===== config.mk =====
export PLATFORM = sky130hd
export DESIGN_NAME = regfile_onehot
export DESIGN_NICKNAME = d
export VERILOG_FILES = /design/src/rtl/regfile_onehot.sv
export SDC_FILE = /design/constraint.sdc
export NUM_CORES = 2
export LEC_CHECK = 0
export CORE_MARGIN = 2
export CORE_UTILIZATION = 55
export DETAILED_ROUTE_END_ITERATION = 8
export MAX_ROUTING_LAYER = met4
export PLACE_DENSITY = 0.72
export SLEW_MARGIN = 20
export SYNTH_ARGS = -nofsm -noshare
export SYNTH_HDL_FRONTEND = slang
export SYNTH_SLANG_ARGS = --single-unit

===== constraint.sdc =====
create_clock -name i_clk -period 77 [get_ports i_clk]
set_clock_uncertainty 0.2 [all_clocks]
set_input_delay 7.7 -clock i_clk [delete_from_list [all_inputs] [get_ports i_clk]]
set_output_delay 7.7 -clock i_clk [all_outputs]
set_load 0.03 [all_outputs]

===== src/rtl/regfile_onehot.sv =====
// Register file with one-hot write enable, two combinational read ports and a hardwired-zero top register.
// Optional same-cycle write-through to the read ports is enabled by defining REGFILE_BYPASS_EN.
module regfile_onehot #(
  parameter int WIDTH = 64,
  parameter int DEPTH = 32,
  parameter int ZREG  = DEPTH - 1
) (
  input  logic                     i_clk,
  input  logic                     i_reset,
  input  logic [DEPTH-1:0]         i_wr_onehot,
  input  logic [WIDTH-1:0]         i_wr_data,
  input  logic [$clog2(DEPTH)-1:0] i_rd_addr1,
  input  logic [$clog2(DEPTH)-1:0] i_rd_addr2,
  output logic [WIDTH-1:0]         o_rd_data1,
  output logic [WIDTH-1:0]         o_rd_data2,
  output logic                     o_onehot_err
);

  localparam int AW = $clog2(DEPTH);
  localparam logic [AW-1:0] ZIDX = AW'(ZREG);

  logic [WIDTH-1:0] r_regs [DEPTH];
  logic             r_onehot_err;

  logic             w_wr_any;
  logic             w_wr_multi;
  logic             w_wr_legal;
  logic [AW-1:0]    w_wr_idx;
  logic             w_wr_commit;

  // Clearing the lowest set bit leaves a nonzero vector only when two or more bits were set.
  assign w_wr_any    = |i_wr_onehot;
  assign w_wr_multi  = |(i_wr_onehot & (i_wr_onehot - DEPTH'(1)));
  assign w_wr_legal  = w_wr_any & ~w_wr_multi;
  assign w_wr_commit = w_wr_legal & (w_wr_idx != ZIDX);

  always_comb begin
    w_wr_idx = '0;
    for (int i = 0; i < DEPTH; i++) begin
      if (i_wr_onehot[i]) begin
        w_wr_idx = w_wr_idx | AW'(i);
      end
    end
  end

  always_ff @(posedge i_clk or posedge i_reset) begin
    if (i_reset) begin
      for (int i = 0; i < DEPTH; i++) begin
        r_regs[i] <= '0;
      end
    end else if (w_wr_commit) begin
      r_regs[w_wr_idx] <= i_wr_data;
    end
  end

  always_ff @(posedge i_clk or posedge i_reset) begin
    if (i_reset) begin
      r_onehot_err <= 1'b0;
    end else if (w_wr_multi) begin
      r_onehot_err <= 1'b1;
    end
  end

  assign o_onehot_err = r_onehot_err;

  // Reset and the zero register override both the stored value and any bypass.
  always_comb begin
    o_rd_data1 = r_regs[i_rd_addr1];
`ifdef REGFILE_BYPASS_EN
    if (w_wr_commit && (w_wr_idx == i_rd_addr1)) begin
      o_rd_data1 = i_wr_data;
    end
`endif
    if (i_reset || (i_rd_addr1 == ZIDX)) begin
      o_rd_data1 = '0;
    end
  end

  always_comb begin
    o_rd_data2 = r_regs[i_rd_addr2];
`ifdef REGFILE_BYPASS_EN
    if (w_wr_commit && (w_wr_idx == i_rd_addr2)) begin
      o_rd_data2 = i_wr_data;
    end
`endif
    if (i_reset || (i_rd_addr2 == ZIDX)) begin
      o_rd_data2 = '0;
    end
  end

endmodule

==> results.py <==
metrics = {
    "clock_network": {
        "cts_setup_buffers": 0,
        "clock_path_buffers": 3,
        "cts_hold_buf": 0,
        "cts_tree": "yes",
        "cts_resized": 0,
        "cts-root-buf": "clkbuf_16",
        "cts_max_level": 4,
        "numCtsBuffers": 216,
        "clkSinkCount": 2049,
        "clk_latency_ps": 880,
        "cts.clk_slew.worst_paths_ps": 60,
    },
    "power": {
        "leakage_nw": 56.0,
        "peakVddDrop_mv": 0.0258,
        "powerDensity_nw_per_um2": 19.3,
    },
    "yosys": {
        "synthArstFlopShare": 1.00,
        "yosysWarningCount": 0,
        "ys_seq_elements": 2049,
        "yosysUniqueCellTypes": 55,
        "yosysSeqAreaShare": 0.471,
        "syn_nets": 7536,
        "ys.flop_type": "dfrtp_1",
        "syn_inst": 7428,
        "synth-edff-count": 0,
        "syn_avg_cell_area_sq_um": 14.6,
        "netlist_area_sq_um": 109000,
    },
    "floorplan": {
        "ios": 237,
        "die_height_microns": 449,
        "fp-row-count": 163,
        "die_area_sq_um": 201000,
        "start_util": 0.552,
        "coreArea_sq_um": 197000,
        "die_w_microns": 449,
    },
    "setup_path": {
        "crit_path_top_delay_cell": "buf_4",
        "r2r_start": "o_onehot_err",
        "crit_start": "i_rd_addr2[0]",
        "crit_path_frequent_cell": "buf_4",
        "max_stage_delay_ps": 880,
        "cp-end-kind": "output port",
        "crit_type": "in2out",
        "crit_chain": "buf_8, buf_4, buf_4, buf_4, mux4_2, mux2i_1, nor2_1, a2111oi_0, nor3_1, clkdlybuf4s50_1",
        "worstPathArrival_ps": 12770,
        "critPathRequiredTime_ps": 69100,
        "crit_buf_inv": 5,
        "cp_max_fo": 59,
        "cp_top_family": "buffers and inverters",
        "cp-start-kind": "primary input",
    },
    "hold_path": {
        "holdCritStartpoint": "r_regs[61]",
        "hold_class": "reg2reg",
    },
    "route": {
        "vias": 70400,
        "wl_mm": 330,
        "wl_per_cell_microns": 32.9,
        "drtPass1Iterations": 6,
        "ant_nets": 0,
        "first_iter_violations": 7139,
        "routed_via_density": 7.03,
        "drc_errors": 0,
    },
    "job": {
        "maxCapViolCount": 0,
    },
    "sta": {
        "tightest_slew_ps": 1240,
        "whs_ps": 199,
        "finalMaxSlewViolations": 0,
        "clock.fmax_ghz": 0.0484,
        "setup_viol": 0,
        "relSlewSlack": 0.175,
        "finalCritPeriodShare": 0.269,
        "rsz0062_at_grt": "no",
        "fin_setup_tns_ps": 0,
        "hold_viol_final": 0,
        "period_needed_ps": 20670,
    },
    "layout": {
        "drive_gt1_frac": 0.441,
        "final_core_util": 0.610,
        "layout.area.seq_sq_um": 51300,
        "n_fill_cell": 14800,
        "syn2layout_area_growth_pct": 10.5,
        "multiInputGateArea_sq_um": 54300,
        "final_net_count": 7282,
    },
    "global_routing": {
        "grt_remaining_overflow": 0,
        "busiest_layer": "met2",
        "use_met1": 0.436,
        "grt_use_met3": 0.0553,
        "grt_pass1_wl_mm": 491,
        "grt_max_degree": 187,
        "track_usage": 0.336,
        "antenna_found_initial": 18,
        "grt_pass1_vias": 73100,
        "use_met2": 0.521,
    },
    "placement": {
        "dpl.hpwl_mm": 174,
        "port_buffers": 236,
        "routabilityCongestion": 0.821,
    },
    "status": {
        "outcome": "complete, no violations",
    },
}
==> layer usage <==
layer / vias to the layer above / wire (microns)
li1: 28200 / -
met1: 38100 / 129000
met2: 3198 / 158000
met3: 850 / 24900
met4: 0 / 17500
met5: - / 0
==> stage by stage <==
step	cell area, sq um	std cells	total power [mW]	worst slack [ps]
detailed placement	113000	9593	1.25	56330
finish	120000	10000	2.32	56330
CTS	120000	9998	2.33	56330
floorplan	109000	7428	1.20	6760
global route	120000	10000	2.39	56050
global placement	113000	9592	1.25	56290
==> power by group <==
part | total (mW) | switching [mW] | internal, mW
combinational | 0.153 | 0.110 | 0.0423
clock | 1.09 | 0.453 | 0.639
sequential | 1.08 | 0.0000000000000234 | 1.08
total | 2.32 | 0.563 | 1.76
==> worst paths after layout <==
check / slack (ps) / end / cells past startpoint
setup / recovery: 56330 / o_rd_data2[48] / 10
hold / removal: 200 / r_regs[61] / 0
setup reg to reg: 75940 / o_onehot_err / 2
hold reg to reg: 200 / r_regs[61] / 0
max in group asynchronous: 65050 / r_regs[1322] / 7
min in group asynchronous: 7490 / r_regs[382] / 2
==> sequential cells by signal, indices dropped and copies added, names as in the netlist <==
register / count
r_regs: 2048
o_onehot_err: 1
==> placed cells by master (no fill, tap or decap), types with 39 or more instances in the layout <==
cell | netlist | final
clkdlybuf4s50_1 | 0 | 217
clkinv_2 | 0 | 39
mux2i_1 | 704 | 704
mux4_2 | 812 | 812
o21ai_0 | 42 | 42
clkbuf_8 | 0 | 78
dfrtp_1 | 2049 | 2049
nor3_1 | 101 | 100
mux2_2 | 1851 | 1851
mux2_1 | 133 | 133
clkbuf_16 | 0 | 219
buf_4 | 0 | 127
o221ai_1 | 117 | 117
a2111oi_0 | 95 | 94
clkbuf_1 | 620 | 41
nor2_1 | 244 | 238
a211oi_1 | 119 | 118
o22ai_1 | 129 | 129
==> cell usage after synthesis (95+ instances only) <==
cell type / number / area share
mux2i_1: 704 / 0.065
o221ai_1: 117 / 0.0094
nor2_1: 244 / 0.0084
mux4_2: 812 / 0.17
a211oi_1: 119 / 0.0082
mux2_2: 1851 / 0.19
mux2_1: 133 / 0.014
o22ai_1: 129 / 0.0074
nor3_1: 101 / 0.0046
buf_1: 162 / 0.0056
a2111oi_0: 95 / 0.0076
clkbuf_1: 620 / 0.021
dfrtp_1: 2049 / 0.47
==> worst reg2reg max path: stages (launching register included) <==
cell and delay (ps):
dfrtp_1 390, a211oi_1 220, nand3_1 110
==> logic make-up after synthesis <==
kind of cell               Yosys count  synth area share
buffers and inverters              863            0.0317
DFF                               2049             0.471
adders and majority gates            2          0.000184
muxes                             3500             0.438
AOI/OAI and AO/OA                  545            0.0370
and+or+nand+nor                    469            0.0214
==> final cells by class <==
class / count / area share
multi-input cells: 4516 / 0.452
flip-flops and latches: 2049 / 0.427
clock buffers: 336 / 0.0556
repair buffers: 387 / 0.0315
well taps: 2640 / 0.0275
clock inverters: 69 / 0.00679
diodes: 13 / 0.000271
inverters: 4 / 0.000187
(Power assumes the default switching activity.)
